[config.mk]
export PLATFORM = sky130hd
export DESIGN_NAME = fp_normalize_round_pack
export DESIGN_NICKNAME = d
export VERILOG_FILES = /design/src/rtl/fp_normalize_round_pack.sv
export SDC_FILE = /design/constraint.sdc
export NUM_CORES = 1
export LEC_CHECK = 0
export BUFFER_PORTS_ARGS = -buffer_cell sky130_fd_sc_hd__buf_4
export CORE_ASPECT_RATIO = 0.7
export CORE_MARGIN = 2
export CORE_UTILIZATION = 35
export CTS_CLUSTER_DIAMETER = 50
export DETAILED_ROUTE_END_ITERATION = 7
export SLEW_MARGIN = 20
export SYNTH_ARGS = -nofsm -noshare
export SYNTH_HDL_FRONTEND = slang
export SYNTH_SLANG_ARGS = --single-unit
[constraint.sdc]
create_clock -name Clk -period 3.4 [get_ports Clk]
set_input_delay 0 -clock Clk [delete_from_list [all_inputs] [get_ports Clk]]
set_output_delay 0 -clock Clk [all_outputs]
set_load 0.05 [all_outputs]
[src/rtl/fp_normalize_round_pack.sv]
// fp_normalize_round_pack: final stage of the pipelined FP add/sub unit.
//
// Takes the sign, biased exponent and raw aligned-sum mantissa
// {carry, hidden, fraction, guard, round, sticky}. It normalizes the mantissa,
// rounds to nearest-even and packs an IEEE-754 single result.
//
// The datapath has two stages:
//   A: normalize
//   B: round and pack
// Both sides use valid/ready flow control. The unit sustains one beat per
// clock, and latency from accept to OutValid is 2 clocks.
//
// Optional feature: define FP_PACK_EXCEPTION_FLAGS_EN to register the
// Overflow, Underflow and Inexact flags alongside Result. Without it, the
// three flag outputs are tied to 0. Result values are identical in both
// builds.
//
// Ports:
//   Clk, Rst_n        clock (rising edge); asynchronous active-low reset
//   InValid/InReady   input handshake; InReady is combinational
//   InSign            result sign
//   InExponent        biased exponent of the larger operand
//   InMantissa        aligned sum: bit27 carry, bit26 hidden, 25..3 fraction,
//                     bit2 G, bit1 R, bit0 S
//   OutValid/OutReady output handshake; outputs hold while stalled
//   Result            packed {sign, exponent, fraction}
//   Overflow          result saturated to infinity
//   Underflow         result flushed to zero
//   Inexact           G|R|S nonzero after normalization, or flush/saturate
module fp_normalize_round_pack #(
    parameter int unsigned DataSize     = 32,
    parameter int unsigned FractionSize = 23,
    parameter int unsigned ExponentSize = 8,
    parameter int unsigned MantSumSize  = 28
) (
    input  logic                    Clk,
    input  logic                    Rst_n,
    input  logic                    InValid,
    output logic                    InReady,
    input  logic                    InSign,
    input  logic [ExponentSize-1:0] InExponent,
    input  logic [MantSumSize-1:0]  InMantissa,
    output logic                    OutValid,
    input  logic                    OutReady,
    output logic [DataSize-1:0]     Result,
    output logic                    Overflow,
    output logic                    Underflow,
    output logic                    Inexact
);

    // Normalized mantissa: {hidden, fraction, G, R, S}
    localparam int unsigned NormW    = MantSumSize - 1;
    localparam int unsigned ExpW     = ExponentSize + 2;
    localparam int unsigned LzW      = $clog2(MantSumSize);
    localparam int unsigned FracSumW = FractionSize + 1;
    localparam logic signed [ExpW-1:0] ExpMax = ExpW'((1 << ExponentSize) - 1);

    // Handshake
    logic ready_a, ready_b;
    logic a_valid_q, a_valid_d;
    logic b_valid_q, b_valid_d;

    assign ready_b  = ~b_valid_q | OutReady;
    assign ready_a  = ~a_valid_q | ready_b;
    assign InReady  = ready_a;
    assign OutValid = b_valid_q;

    // ---------------- Stage A: normalize ----------------
    logic [LzW-1:0]         lz;
    logic                   lz_found;
    logic                   mant_zero;
    logic [NormW-1:0]       norm;
    logic signed [ExpW-1:0] norm_exp;
    logic                   norm_sign;
    logic                   norm_unf;

    always_comb begin
        lz       = '0;
        lz_found = 1'b0;
        for (int i = int'(NormW) - 1; i >= 0; i--) begin
            if (!lz_found && InMantissa[i]) begin
                lz       = LzW'(int'(NormW) - 1 - i);
                lz_found = 1'b1;
            end
        end

        mant_zero = (InMantissa == '0);

        if (InMantissa[MantSumSize-1]) begin
            // Carry out: shift right one; the dropped bit folds into sticky.
            norm     = {InMantissa[MantSumSize-1:2], InMantissa[1] | InMantissa[0]};
            norm_exp = ExpW'({2'b00, InExponent}) + ExpW'(1);
        end else begin
            norm     = InMantissa[NormW-1:0] << lz;
            norm_exp = ExpW'({2'b00, InExponent}) - ExpW'(lz);
        end

        // Exact cancellation always gives +0.
        norm_sign = InSign & ~mant_zero;
        norm_unf  = ~mant_zero & (norm_exp <= 0);
    end

    logic                   a_sign_q, a_sign_d;
    logic signed [ExpW-1:0] a_exp_q, a_exp_d;
    logic [NormW-1:0]       a_mant_q, a_mant_d;
    logic                   a_unf_q, a_unf_d;

    always_comb begin
        a_valid_d = a_valid_q;
        a_sign_d  = a_sign_q;
        a_exp_d   = a_exp_q;
        a_mant_d  = a_mant_q;
        a_unf_d   = a_unf_q;
        if (ready_a) begin
            a_valid_d = InValid;
        end
        if (InValid && ready_a) begin
            a_sign_d = norm_sign;
            a_exp_d  = norm_exp;
            a_mant_d = norm;
            a_unf_d  = norm_unf;
        end
    end

    always_ff @(posedge Clk or negedge Rst_n) begin
        if (!Rst_n) begin
            a_valid_q <= 1'b0;
            a_sign_q  <= 1'b0;
            a_exp_q   <= '0;
            a_mant_q  <= '0;
            a_unf_q   <= 1'b0;
        end else begin
            a_valid_q <= a_valid_d;
            a_sign_q  <= a_sign_d;
            a_exp_q   <= a_exp_d;
            a_mant_q  <= a_mant_d;
            a_unf_q   <= a_unf_d;
        end
    end

    // ---------------- Stage B: round and pack ----------------
    logic                   b_zero;
    logic                   rnd_inc;
    logic [FracSumW-1:0]    frac_sum;
    logic signed [ExpW-1:0] rnd_exp;
    logic                   rnd_ovf;
    logic [DataSize-1:0]    pack;

    always_comb begin
        // A zero mantissa is the only case that leaves the hidden bit clear.
        b_zero   = ~a_mant_q[NormW-1];
        rnd_inc  = a_mant_q[2] & (a_mant_q[1] | a_mant_q[0] | a_mant_q[3]);
        frac_sum = {1'b0, a_mant_q[NormW-2:3]} + FracSumW'(rnd_inc);
        // An all-ones fraction that rounds up reaches 2.0; its fraction bits
        // are already zero, so only the exponent moves.
        rnd_exp  = a_exp_q + ExpW'(frac_sum[FractionSize]);
        rnd_ovf  = (rnd_exp >= ExpMax);

        if (b_zero) begin
            pack = '0;
        end else if (a_unf_q) begin
            pack = {a_sign_q, {(DataSize-1){1'b0}}};
        end else if (rnd_ovf) begin
            pack = {a_sign_q, {ExponentSize{1'b1}}, {FractionSize{1'b0}}};
        end else begin
            pack = {a_sign_q, rnd_exp[ExponentSize-1:0], frac_sum[FractionSize-1:0]};
        end
    end

    logic [DataSize-1:0] result_q, result_d;
    logic                b_load;

    assign b_load = a_valid_q & ready_b;

    always_comb begin
        b_valid_d = b_valid_q;
        result_d  = result_q;
        if (ready_b) begin
            b_valid_d = a_valid_q;
        end
        if (b_load) begin
            result_d = pack;
        end
    end

    always_ff @(posedge Clk or negedge Rst_n) begin
        if (!Rst_n) begin
            b_valid_q <= 1'b0;
            result_q  <= '0;
        end else begin
            b_valid_q <= b_valid_d;
            result_q  <= result_d;
        end
    end

    assign Result = result_q;

`ifdef FP_PACK_EXCEPTION_FLAGS_EN
    logic ovf_q, ovf_d;
    logic unf_q, unf_d;
    logic inx_q, inx_d;
    logic flag_ovf, flag_unf, flag_inx;

    always_comb begin
        flag_ovf = ~b_zero & ~a_unf_q & rnd_ovf;
        flag_unf = a_unf_q;
        flag_inx = flag_ovf | flag_unf |
                   (~b_zero & (a_mant_q[2] | a_mant_q[1] | a_mant_q[0]));
        ovf_d = ovf_q;
        unf_d = unf_q;
        inx_d = inx_q;
        if (b_load) begin
            ovf_d = flag_ovf;
            unf_d = flag_unf;
            inx_d = flag_inx;
        end
    end

    always_ff @(posedge Clk or negedge Rst_n) begin
        if (!Rst_n) begin
            ovf_q <= 1'b0;
            unf_q <= 1'b0;
            inx_q <= 1'b0;
        end else begin
            ovf_q <= ovf_d;
            unf_q <= unf_d;
            inx_q <= inx_d;
        end
    end

    assign Overflow  = ovf_q;
    assign Underflow = unf_q;
    assign Inexact   = inx_q;
`else
    assign Overflow  = 1'b0;
    assign Underflow = 1'b0;
    assign Inexact   = 1'b0;
`endif

endmodule

# Word level (Yosys, flattened, before mapping)

Cells that the tools add are included.

$add $sub $neg: 4
Multiplexer cells: 57
Bitwise operators: 12
Shifts and indexed selects: 1
Reduce and logical (&&, ||, !) cells: 54
Equality and inequality tests: 0
$lt $le $gt $ge: 2
$mul: 0
Divide/modulo/power cells: 0

Operator list:

| cell                                                               | number |
|---|---|
| two-way mux 5 bit                                                  | 24 |
| two-way mux 31 bit                                                 | 2 |
| two-way mux 32 bit                                                 | 1 |
| logical NOT 28 bit                                                 | 1 |
| logical AND 1 bit                                                  | 27 |
| two-way mux 1 bit                                                  | 27 |
| two-way mux 27 bit                                                 | 1 |
| << shifter 27 x 5 -> 27 bit                                        | 1 |
| logical NOT 1 bit                                                  | 26 |
| adder 23 x 1 -> 24 bit                                             | 1 |
| adder 10 x 1 -> 10 bit                                             | 1 |
| greater-or-equal comparator 10 x 9 -> 1 bit, second input constant | 1 |
| less-or-equal comparator 10 x 1 -> 1 bit, second input constant    | 1 |
| two-way mux 10 bit                                                 | 1 |
| adder 8 x 1 -> 9 bit, second input constant                        | 1 |
| subtractor 8 x 5 -> 9 bit                                          | 1 |
| OR 1 bit                                                           | 5 |
| AND 1 bit                                                          | 4 |
| inverter 1 bit                                                     | 3 |
| two-way mux 2 bit                                                  | 1 |

Bits in writable memories: 0
Memories kept: 0
Bits in latches: 0
Bits in read-only memories: 0
Word-level logic and storage cells: 137
Output and inout bits: 37
Bits of input ports: 41
Bits in registers: 73

# Logic depth before layout (Yosys ltp)

Gate-level depths: netlist of run 1.

Word-level depth: 83
Gate-level depth with buffers: 18
Mapped depth without buffers: 17

# Least setup slack after synthesis of run 1

Ideal clock, no wire load.

Kind: register to register
From: register a_mant_q[2]
To: register result_q[26] (netlist: Result[26])
Period minus slack after synthesis: 3.540 ns
Stages on the path, launching flop included: 18
Setup time: 0.118 ns
Required time: 3.282 ns
Arrival time: 3.422 ns
Setup slack: -0.140 ns
Cells stage by stage: dfrtp_1 > and2_1 > nand3_1 > nor3_1 > and4_1 > nand4_1 > nor2_1 > ha_1 > ha_1 > and3_1 > and3_1 > nand2_1 > nand3_1 > a2bb2o_1 > a22oi_1 > clkbuf_1 > a21oi_1 > a21o_1

Longest elaborated chain between the ends: 7

RTL lines:

| item                                        | line | source |
|---|---|---|
| start: declaration                          | 105  | `logic [NormW-1:0] a_mant_q, a_mant_d;` |
| start signal: assignment                    | 136  | `a_mant_q <= a_mant_d;` |
| AND 1 bit *                                 | 152  | `rnd_inc = a_mant_q[2] & (a_mant_q[1] \| a_mant_q[0] \| a_mant_q[3]);` |
| adder 23 x 1 -> 24 bit *                    | 153  | `frac_sum = {1'b0, a_mant_q[NormW-2:3]} + FracSumW'(rnd_inc);` |
| adder 10 x 1 -> 10 bit *                    | 156  | `rnd_exp = a_exp_q + ExpW'(frac_sum[FractionSize]);` |
| greater-or-equal comparator 10 x 9 -> 1 bit | 157  | `rnd_ovf = (rnd_exp >= ExpMax);` |
| two-way mux 31 bit *                        | 163  | `end else if (rnd_ovf) begin` |
| two-way mux 31 bit *                        | 161  | `end else if (a_unf_q) begin` |
| two-way mux 32 bit *                        | 159  | `if (b_zero) begin` |
| end signal: assignment                      | 192  | `result_q <= result_d;` |
| end: declaration                            | 170  | `logic [DataSize-1:0] result_q, result_d;` |

Mark *: on every way between the ends. The rest lies on a longest branch, timed or not.
A chain may end at the register's enable or synchronous reset.

# Worst setup path after layout of run 1

From: register a_mant_q[2]
To: register result_q[22] (netlist: Result[22])

Longest elaborated chain between the ends: 7

RTL lines:

| item                                        | line |
|---|---|
| AND 1 bit *                                 | 152 |
| adder 23 x 1 -> 24 bit *                    | 153 |
| adder 10 x 1 -> 10 bit                      | 156 |
| greater-or-equal comparator 10 x 9 -> 1 bit | 157 |
| two-way mux 31 bit *                        | 163 |
| two-way mux 31 bit *                        | 161 |
| two-way mux 32 bit *                        | 159 |

Marks and branches as above.

==> results.py, run 1 <==
metrics = {
    "worst_setup_path": {
        "max_stage_delay_ns": 0.35,
        "crit_path_end_kind": "flop",
        "required_ns": 3.66,
        "rrSetupSlack_ns": 0.09,
        "cp.arrival_ns": 3.57,
        "critical_path.cell_chain": "and2_4, nand3_2, nor3_4, and4_1, nand4_1, nor2_2, ha_2, ha_4, and3_4, and3_4, nand2_4, nand3_2, a2bb2o_4, a22oi_2, nand2_4, clkbuf_16, o21ai_2",
        "critPathTopFamily": "simple AND/OR/NAND/NOR gates",
        "critical_path_buf_inv_count": 1,
        "crit_type": "flop to flop",
        "cp-start-kind": "flop",
        "path_max_fanout": 5,
        "slowest_stage": "dfrtp_1",
    },
    "run": {
        "drv_cap": 0,
    },
    "logic_synthesis": {
        "syn_area_per_cell_sq_um": 7.76,
        "ys_seq_elements": 73,
        "synth_edf_count": 0,
        "syn_inst": 756,
        "synth_area_leaders": "dfrtp_1 (31%), nand2_1 (6.8%), o21ai_0 (6.0%)",
        "synth.cell_area_sq_um": 5870,
        "synth_cell_type_count": 74,
        "async_flop_share_pct": 100,
        "yosysSeqAreaShare_pct": 31.1,
        "post-synth-top-area-fraction_pct": 31.1,
        "ys_warn_count": 0,
        "synth_top_area_cell": "dfrtp_1",
        "synth_top_flop_cell": "dfrtp_1",
    },
    "sta": {
        "worst_slew_pin_slew_ns": 0.928,
        "hold_viol": 0,
        "setup_viol": 0,
        "worst_slack_ns": 0.0867,
        "period_needed_ns": 3.31,
        "fmax_mhz": 302,
        "slew_headroom_pct": 38.1,
        "fin_skew_ns": 0.00823,
        "rsz0062_at_grt": "yes",
        "fin_crit_sh_pct": 97.4,
        "final_max_slew_viol_count": 0,
    },
    "detailed_routing": {
        "wl_per_cell_um": 20.1,
        "vias": 6562,
        "drt_iter0_markers": 865,
        "drtAntennaViolNets": 0,
        "drtPass1Iterations": 5,
        "wirelength_um": 22100,
        "remaining_drc_errors": 0,
        "vias_per_cell": 5.98,
    },
    "clock_network": {
        "clk-insertion-delay-late_ns": 0.33,
        "root_buffer": "clkbuf_16",
        "htreeDepth": 3,
        "cts_made_buffers": 9,
        "cts_sinks": 73,
        "cts_max_path_buffers": 2,
        "path_clk_slew_ns": 0.06,
        "cts_tree": "done",
    },
    "cells_and_area": {
        "diodes": 0,
        "fin_area_sq_um": 7640,
        "n_fill_cell": 1644,
        "final_util_pct": 46.7,
        "syn_to_final_growth_pct": 30.2,
        "drive_above_1_share_pct": 25.9,
        "layout.nets": 920,
    },
    "grt": {
        "antenna_found_initial": 0,
        "grtUsageTotal_pct": 24.5,
        "grt_first_pass_wirelength_um": 34600,
        "grt-ovfl-total": 0,
        "grt_max_degree": 74,
        "grt_pass1_vias": 6168,
    },
    "placement": {
        "dp_slack_ns": -0.0511,
        "globalplace.congestion": 1.01,
        "hpwl_um": 16100,
        "dpl_cell_area_sq_um": 6960,
        "portBuffers": 74,
    },
    "power": {
        "ir_drop_uv": 256,
        "p_leak_uw": 0.00321,
        "p_per_area_nw_per_um2": 455,
    },
    "run_status": {
        "status": "completed",
    },
    "die": {
        "io_pins": 78,
        "die_width_um": 159,
        "die_h_um": 112,
        "start_util_pct": 35.9,
        "rows": 39,
        "die_area_sq_um": 17800,
        "coreArea_sq_um": 16300,
    },
    "worst_hold_path": {
        "hold_path.class": "input port to flop",
    },
}
[sequential cells by signal (all words and copies together) (netlist names)]
name / count
Result: 32
a_mant_q: 27
a_exp_q: 10
OutValid: 1
a_sign_q: 1
a_unf_q: 1
a_valid_q: 1
[power by group]
group	switching, uW	internal [uW]
sequential	145	1030
combinational	881	496
clock	355	564
total	1380	2090
[worst paths after layout]
path	startpoint	end	cells past startpoint
worst max-delay path	a_mant_q[2]$_DFFE_PN0P_	Result[22]$_DFFE_PN0P_	17
worst min-delay path	InMantissa[2]	a_mant_q[1]$_DFFE_PN0P_	3
worst max register to register	a_mant_q[2]$_DFFE_PN0P_	Result[22]$_DFFE_PN0P_	17
worst min register to register	Result[3]$_DFFE_PN0P_	Result[3]$_DFFE_PN0P_	2
max in group asynchronous	Rst_n	a_mant_q[15]$_DFFE_PN0P_	2
min in group asynchronous	Rst_n	a_unf_q$_DFFE_PN0P_	2
[cells in the mapped netlist, types with 9 or more instances]
cell / instances
a211oi_1: 17
a21o_1: 9
a21oi_1: 42
a221oi_1: 13
a22oi_1: 10
a31oi_1: 12
and3_1: 15
buf_2: 11
clkbuf_1: 29
dfrtp_1: 73
ha_1: 10
inv_1: 13
nand2_1: 106
nand3_1: 36
nand4_1: 9
nor2_1: 71
nor3_1: 13
nor4_1: 12
o211ai_1: 14
o21ai_0: 70
o31ai_1: 9
xnor2_1: 19
xor2_1: 17
[per-stage QoR]
step / power, uW / std cells / hold WS [ns] / setup TNS (ns)
after floorplan: 1960 / 758 / -0.296 / 0
after global placement: 2440 / 1068 / 0.187 / 0
after detailed placement: 2450 / 1068 / 0.199 / -0.742
after CTS: 3380 / 1089 / 0.0183 / 0
after global routing: 3660 / 1098 / 0.0471 / -2.74
final: 3470 / 1098 / 0.0203 / 0
[layer usage]
layer  part of all wire, %  GRT usage (%)  up-vias
met5                     0              0        -
met4                   1.6           5.63        0
met3                    11           8.20       35
met2                    41           34.9      346
met1                    46           35.8     3147
li1                      -              -     3034
[worst reg2reg max path, stage by stage, from the launching register on]
cell       delay, ns
dfrtp_1         0.35
and2_4          0.15
nand3_2         0.11
nor3_4          0.21
and4_1          0.23
nand4_1         0.14
nor2_2          0.18
ha_2            0.25
ha_4            0.14
and3_4          0.18
and3_4          0.21
nand2_4         0.06
nand3_2         0.09
a2bb2o_4        0.22
a22oi_2         0.28
nand2_4         0.15
clkbuf_16       0.20
o21ai_2         0.11
[cells in the final DEF, fill, tap and decap left out, types with 4 or more instances in the layout]
cell type / synthesis / final
mux2i_1: 6 / 6
buf_6: 2 / 4
and2_1: 7 / 6
clkbuf_16: 0 / 11
o31ai_1: 9 / 9
a221o_1: 4 / 4
nor2b_1: 6 / 5
nand3_1: 36 / 33
a211oi_1: 17 / 16
o211ai_1: 14 / 14
and3_1: 15 / 13
a22oi_1: 10 / 9
o311ai_0: 4 / 4
nor3_1: 13 / 11
a31oi_1: 12 / 12
o21ai_1: 1 / 9
o21ai_0: 70 / 46
xnor2_1: 19 / 19
clkinv_2: 0 / 4
a21oi_1: 42 / 34
inv_1: 13 / 13
nor4_1: 12 / 10
dlygate4sd3_1: 0 / 5
o21ai_2: 1 / 17
nand4_1: 9 / 9
dfrtp_1: 73 / 73
or4_1: 6 / 6
nand2_1: 106 / 104
a221oi_1: 13 / 13
o22ai_1: 5 / 4
nor2_1: 71 / 69
nand2b_1: 7 / 7
xor2_1: 17 / 17
a21oi_2: 0 / 8
a21o_1: 9 / 9
ha_1: 10 / 8
buf_4: 6 / 141
[area by class of cell]
cell class	instances	area, sq um	area share [%]
multi-input combinational	616	3960	51.9
sequential	73	1830	23.9
timing repair buffer	153	1220	16.0
tap	225	282	3.69
clock buffer	10	229	3.00
clock inverter	6	58.8	0.770
inverter	15	56.3	0.737
[cell families (layout without fill, tap and decap cells)]
group | count (synthesis) | after routing | synth area share [%]
and+or+nand+nor | 304 | 304 | 24.9
AOI/OAI and AO/OA | 252 | 252 | 28.8
DFF | 73 | 73 | 31.1
buffers and inverters | 69 | 184 | 5.29
xor gates and xnor gates | 36 | 36 | 5.37
adders and majority gates | 11 | 11 | 2.47
muxes | 10 | 10 | 1.98
other | 1 | 3 | 0.0639
[what timing repair did]
action | CTS | global route
endpoints found under the hold margin | 76 | 0
buffers inserted | 0 | 5
resized for setup | 1 | 79
endpoints found under the setup margin | 29 | 32
hold buffers | 5 | 0
pin swaps | 1 | 23
gates cloned | 0 | 4
Power figures use the tool's default switching activity.
==> run 2, diff against run 1 <==
BUFFER_PORTS_ARGS = not set   (was -buffer_cell sky130_fd_sc_hd__buf_4)
CTS_CLUSTER_DIAMETER = not set   (was 50)
DONT_BUFFER_PORTS = 1   (was not set)
==> run 2 against run 1 <==
  * Total power down 9.2%
  * Combinational power fell by 43%
  * Design area decreased by 6.3%
  * Critical path type unchanged
  * Highest routed layer unchanged
  * Wire length is 3.4% lower
  * Clock power is 6.4% lower
  * Hold slack got worse by 0.014 ns
  * Clock-buffer cell count is the same
==> results.py, run 2 (synthesized netlist as in run 1, its figures left out) <==
metrics = {
    "cells_and_area": {
        "drive_above_1_share_pct": 15.1,
        "final_cell_mix": "nand2_1 (104), dfrtp_1 (73), nor2_1 (68), buf_4 (47), o21ai_0 (43)",
        "syn_to_final_growth_pct": 22.0,
        "layout.nets": 854,
        "largest_register_ffs": 32,
        "final_common_cell": "nand2_1",
        "multi_input_area_sq_um": 3930,
        "register_area_sq_um": 1830,
        "diodes": 0,
        "final_cells": 1032,
        "n_fill_cell": 1687,
    },
    "worst_setup_path": {
        "crit_type": "flop to flop",
        "max_stage_delay_ns": 0.35,
        "required_ns": 3.62,
        "critical_path_buf_inv_count": 1,
        "path_max_fanout": 6,
        "critical_path.cell_chain": "nand4_1, nor3_4, and4_1, nand4_1, nor2_2, ha_2, ha_4, and3_4, and3_4, nand2_4, nand3_2, a2bb2o_4, a22oi_2, buf_6, a21oi_1, a21o_1",
        "crit_path_end_kind": "flop",
        "critPathTopFamily": "simple AND/OR/NAND/NOR gates",
        "cp.arrival_ns": 3.46,
        "slowest_stage": "dfrtp_1",
        "cp-start-kind": "flop",
        "rrSetupSlack_ns": 0.16,
    },
    "die": {
        "coreArea_sq_um": 16300,
        "die_area_sq_um": 17800,
        "die_h_um": 112,
        "die_width_um": 159,
        "start_util_pct": 35.9,
        "rows": 39,
        "io_pins": 78,
    },
    "grt": {
        "grt_pass1_vias": 6009,
        "grt_use_met1_pct": 33.5,
        "grt_first_pass_wirelength_um": 34000,
        "antenna_found_initial": 0,
        "grt_max_degree": 74,
        "grt-ovfl-total": 0,
        "grtUsageTotal_pct": 23.9,
        "use_met3_pct": 8.91,
        "use_met2_pct": 34.7,
        "top_usage_layer": "met2",
    },
    "detailed_routing": {
        "vias": 6320,
        "drtPass1Iterations": 7,
        "drtAntennaViolNets": 0,
        "wl_per_cell_um": 20.7,
        "vias_per_cell": 6.12,
        "wirelength_um": 21400,
        "drt_iter0_markers": 763,
        "remaining_drc_errors": 0,
    },
    "placement": {
        "place_inst": 974,
        "globalplace.congestion": 1.02,
        "portBuffers": 0,
        "dp_slack_ns": -0.151,
        "hpwl_um": 15200,
    },
    "power": {
        "finalPower_uw": 3150,
        "p_per_area_nw_per_um2": 440,
        "ir_drop_uv": 252,
        "p_leak_uw": 0.00281,
    },
    "sta": {
        "rsz0062_at_grt": "yes",
        "hold_viol": 0,
        "period_needed_ns": 3.24,
        "fmax_mhz": 308,
        "fin_skew_ns": 0.00887,
        "hold_ws_ns": 0.00652,
        "fin_crit_sh_pct": 95.4,
        "slew_headroom_pct": 26.4,
        "final_max_slew_viol_count": 0,
        "worst_slew_pin_slew_ns": 1.10,
        "setup_viol": 0,
        "worst_slack_ns": 0.155,
    },
    "clock_network": {
        "root_buffer": "clkbuf_16",
        "cts_made_buffers": 9,
        "htreeDepth": 3,
        "cts_tree": "done",
        "cts_max_path_buffers": 2,
        "path_clk_slew_ns": 0.06,
        "clk-insertion-delay-late_ns": 0.34,
        "cts_sinks": 73,
    },
    "worst_hold_path": {
        "hold_path.class": "input port to flop",
    },
    "run_status": {
        "status": "completed",
    },
    "run": {
        "drv_cap": 0,
    },
}
run 2: repair_timing:
| item | 4_1_cts | 5_1_grt |
|---|---|---|
| setup endpoints to repair | 30 | 32 |
| hold buffers | 37 | 0 |
| resized for setup | 2 | 73 |
| setup buffers | 0 | 5 |
| hold endpoints to repair | 108 | 0 |
| pin swaps | 2 | 18 |
| gates cloned | 0 | 0 |
run 2: layer usage:
| metal | share of wire [%] | wire length [um] |
|---|---|---|
| met2 | 41 | 8870 |
| met4 | 1.7 | 371 |
| met1 | 44 | 9390 |
| met5 | 0 | 0 |
| met3 | 13 | 2750 |
run 2: cell type report:
type                            count  share of cell area, %
Tap cell                          225                   3.93
Clock inverter                      6                  0.629
Sequential cell                    73                   25.5
Timing Repair Buffer               87                   10.9
Multi-Input combinational cell    616                   55.0
Clock buffer                       10                   3.20
Inverter                           15                  0.787
run 2: metrics by stage:
step / util, % / area, sq um / setup TNS (ns)
final: 43.8 / 7160 / 0
after global routing: 43.8 / 7160 / -1.61
after CTS: 42.3 / 6920 / 0
after detailed placement: 38.2 / 6250 / -3.56
after global placement: 38.2 / 6250 / -0.308
after floorplan: - / 5890 / 0
run 2: path summary, 6_finish.rpt:
| kind | start | to | cells after the start |
|---|---|---|---|
| min in group asynchronous | Rst_n | a_sign_q$_DFFE_PN0P_ | 2 |
| max | a_mant_q[13]$_DFFE_PN0P_ | Result[26]$_DFFE_PN0P_ | 16 |
| max in group asynchronous | Rst_n | Result[13]$_DFFE_PN0P_ | 2 |
| max reg2reg | a_mant_q[13]$_DFFE_PN0P_ | Result[26]$_DFFE_PN0P_ | 16 |
| min reg2reg | a_exp_q[0]$_DFFE_PN0P_ | a_exp_q[0]$_DFFE_PN0P_ | 2 |
| min | InExponent[4] | a_exp_q[4]$_DFFE_PN0P_ | 5 |
run 2: where the power goes:
group	switching (uW)	total, uW	internal (uW)
clock	366	860	494
combinational	444	787	343
sequential	480	1500	1020
run 2: worst min-delay path, cell delays in order:
cell and delay [ns]:
xnor2_1 0.05, nand2_1 0.08, o21ai_2 0.07, nand2_1 0.06
nand2_1 0.05
==> run 3, diff against run 2 <==
CORE_UTILIZATION = 52   (was 35)
PLACE_DENSITY = 0.7   (was not set)
==> run 3 against run 2 <==
  * The run now ends with hold timing, setup timing left
  * Global-route usage rose by 12 points
  * Via count grew 4.2%
  * Hold slack got worse by 0.0066 ns
  * Total power increased by 2.9%
  * Worst setup slack worse by 0.17 ns
  * Sequential power hardly changed
  * Combinational power rose by 11%
  * Clock skew decreased by 0.0030 ns
  * Non-clock buffer count fell by 3
  * Cell count fell by 7.3%
==> results.py, run 3 (synthesized netlist as in run 1, its figures left out) <==
metrics = {
    "cells_and_area": {
        "largest_register_ffs": 32,
        "layout.nets": 851,
        "final_cell_mix": "nand2_1 (103), dfrtp_1 (73), nor2_1 (69), o21ai_0 (46), buf_4 (38)",
        "fin_area_sq_um": 7150,
        "syn_to_final_growth_pct": 21.9,
        "final_cells": 957,
        "diodes": 0,
        "n_fill_cell": 930,
        "drive_above_1_share_pct": 16.4,
        "final_common_cell": "nand2_1",
    },
    "grt": {
        "grt_pass1_vias": 6165,
        "antenna_found_initial": 0,
        "grt_max_degree": 74,
        "grt_first_pass_wirelength_um": 33500,
        "grt-ovfl-total": 0,
        "grtUsageTotal_pct": 36.0,
    },
    "sta": {
        "hold_viol": 1,
        "worst_slack_ns": -0.00986,
        "fin_crit_sh_pct": 100,
        "hold_ws_ns": -0.0000550,
        "setup_viol": 2,
        "rsz0062_at_grt": "yes",
        "slew_headroom_pct": 27.5,
        "final_max_slew_viol_count": 0,
        "fmax_mhz": 293,
        "worst_slew_pin_slew_ns": 1.08,
        "fin_skew_ns": 0.00590,
        "period_needed_ns": 3.41,
    },
    "worst_setup_path": {
        "rrSetupSlack_ns": -0.01,
        "r2r-end": "Result[1]$_DFFE_PN0P_",
        "cp.arrival_ns": 3.63,
        "crit_type": "flop to flop",
        "path_max_fanout": 3,
        "r2r_cells": 17,
        "cp-start-kind": "flop",
        "rr_startpoint": "a_mant_q[3]$_DFFE_PN0P_",
        "required_ns": 3.62,
        "crit_path_end_kind": "flop",
    },
    "run": {
        "drv_cap": 0,
    },
    "detailed_routing": {
        "drtAntennaViolNets": 0,
        "vias": 6585,
        "drtPass1Iterations": 7,
        "drt_iter0_markers": 1045,
        "wl_per_cell_um": 23.2,
        "wirelength_um": 22200,
        "remaining_drc_errors": 0,
        "vias_per_cell": 6.88,
    },
    "worst_hold_path": {
        "min_from": "InMantissa[27]",
        "hold_path.class": "input port to flop",
        "holdPathStages": 3,
        "hold_path_end": "a_mant_q[5]$_DFFE_PN0P_",
    },
    "clock_network": {
        "cts_made_buffers": 9,
        "cts_max_path_buffers": 2,
        "clk-insertion-delay-late_ns": 0.34,
        "root_buffer": "clkbuf_16",
        "path_clk_slew_ns": 0.06,
        "cts_tree": "done",
        "cts_sinks": 73,
        "htreeDepth": 3,
    },
    "die": {
        "coreArea_sq_um": 11000,
        "die_width_um": 131,
        "die_area_sq_um": 12200,
        "io_pins": 78,
        "start_util_pct": 53.3,
        "die_h_um": 92.9,
        "rows": 32,
    },
    "placement": {
        "globalplace.congestion": 1.06,
        "place_inst": 896,
        "dpl_cell_area_sq_um": 6130,
        "hpwl_um": 15100,
        "portBuffers": 0,
    },
    "power": {
        "ir_drop_uv": 304,
        "p_leak_uw": 0.00286,
        "p_per_area_nw_per_um2": 453,
    },
    "run_status": {
        "status": "finished with violations",
        "violations": "hold timing, setup timing",
    },
}
run 3: cell types whose count changed in the layout (fill, tap and decap cells not counted), sizes merged:
cell	change
buf	-6
clkinv	+2
clkinvlp	-1
clkbuf	+1
dlygate4sd3	+1
run 3: worst max path at each step:
stage / from / end
after floorplan: a_mant_q[2]$_DFFE_PN0P_ / Result[26]$_DFFE_PN0P_
after global placement: a_mant_q[3]$_DFFE_PN0P_ / Result[29]$_DFFE_PN0P_
after detailed placement: a_mant_q[3]$_DFFE_PN0P_ / Result[23]$_DFFE_PN0P_
after CTS: a_mant_q[3]$_DFFE_PN0P_ / Result[23]$_DFFE_PN0P_
after global routing: a_mant_q[2]$_DFFE_PN0P_ / Result[1]$_DFFE_PN0P_
final: a_mant_q[3]$_DFFE_PN0P_ / Result[1]$_DFFE_PN0P_
run 3: per-layer routing:
layer / global-route usage [%] / routed length [um] / vias to the layer above / part of all wire (%)
met5: 0 / 0 / - / 0
met4: 7.89 / 707 / 0 / 3.2
met3: 15.9 / 3130 / 95 / 14
met2: 51.3 / 9270 / 469 / 42
met1: 50.3 / 9060 / 3130 / 41
li1: - / - / 2891 / -
run 3: stage by stage:
step                total power [uW]  util (%)  setup TNS, ns  worst slack, ns
floorplan                       1960         -              0          0.00584
global placement                2160      55.7        -0.0551          -0.0105
detailed placement              2180      55.7          -6.14           -0.283
CTS                             3100      61.9              0          0.00675
global route                    3380      65.0          -4.13           -0.158
finish                          3240      65.0        -0.0112         -0.00986
run 3: critical path, stage by stage (launching register included):
cell and delay (ns):
dfrtp_1 0.35, and2_4 0.15, nand3_2 0.09, nor3_2 0.14
and4_1 0.22, nand4_1 0.15, nor2_2 0.21, ha_2 0.24
buf_6 0.11, nand3_4 0.11, nor3_4 0.24, o22ai_2 0.11
a211oi_2 0.33, a21oi_2 0.12, o21ai_2 0.18, a22oi_2 0.13
buf_4 0.18, a32o_2 0.23
run 3: report_power, final:
group / switching [uW] / internal, uW / leakage [uW] / total [uW]
Clock: 378 / 492 / 0.000131 / 870
Sequential: 478 / 1020 / 0.000899 / 1500
Combinational: 494 / 377 / 0.00183 / 871
run 3: layout make-up:
class	count	area (sq um)	area share [%]
Clock inverter	7	47.5	0.665
Tap cell	153	191	2.68
Sequential cell	73	1830	25.5
Inverter	15	56.3	0.787
Clock buffer	9	225	3.15
Timing Repair Buffer	84	813	11.4
Multi-Input combinational cell	616	3990	55.8
run 3: repair_timing:
action / in CTS / in global routing
gates cloned: 0 / 3
hold buffers: 37 / 1
buffers inserted: 1 / 3
resized for setup: 5 / 81
endpoints found under the setup margin: 31 / 31
pin swaps: 2 / 32
endpoints found under the hold margin: 106 / 1
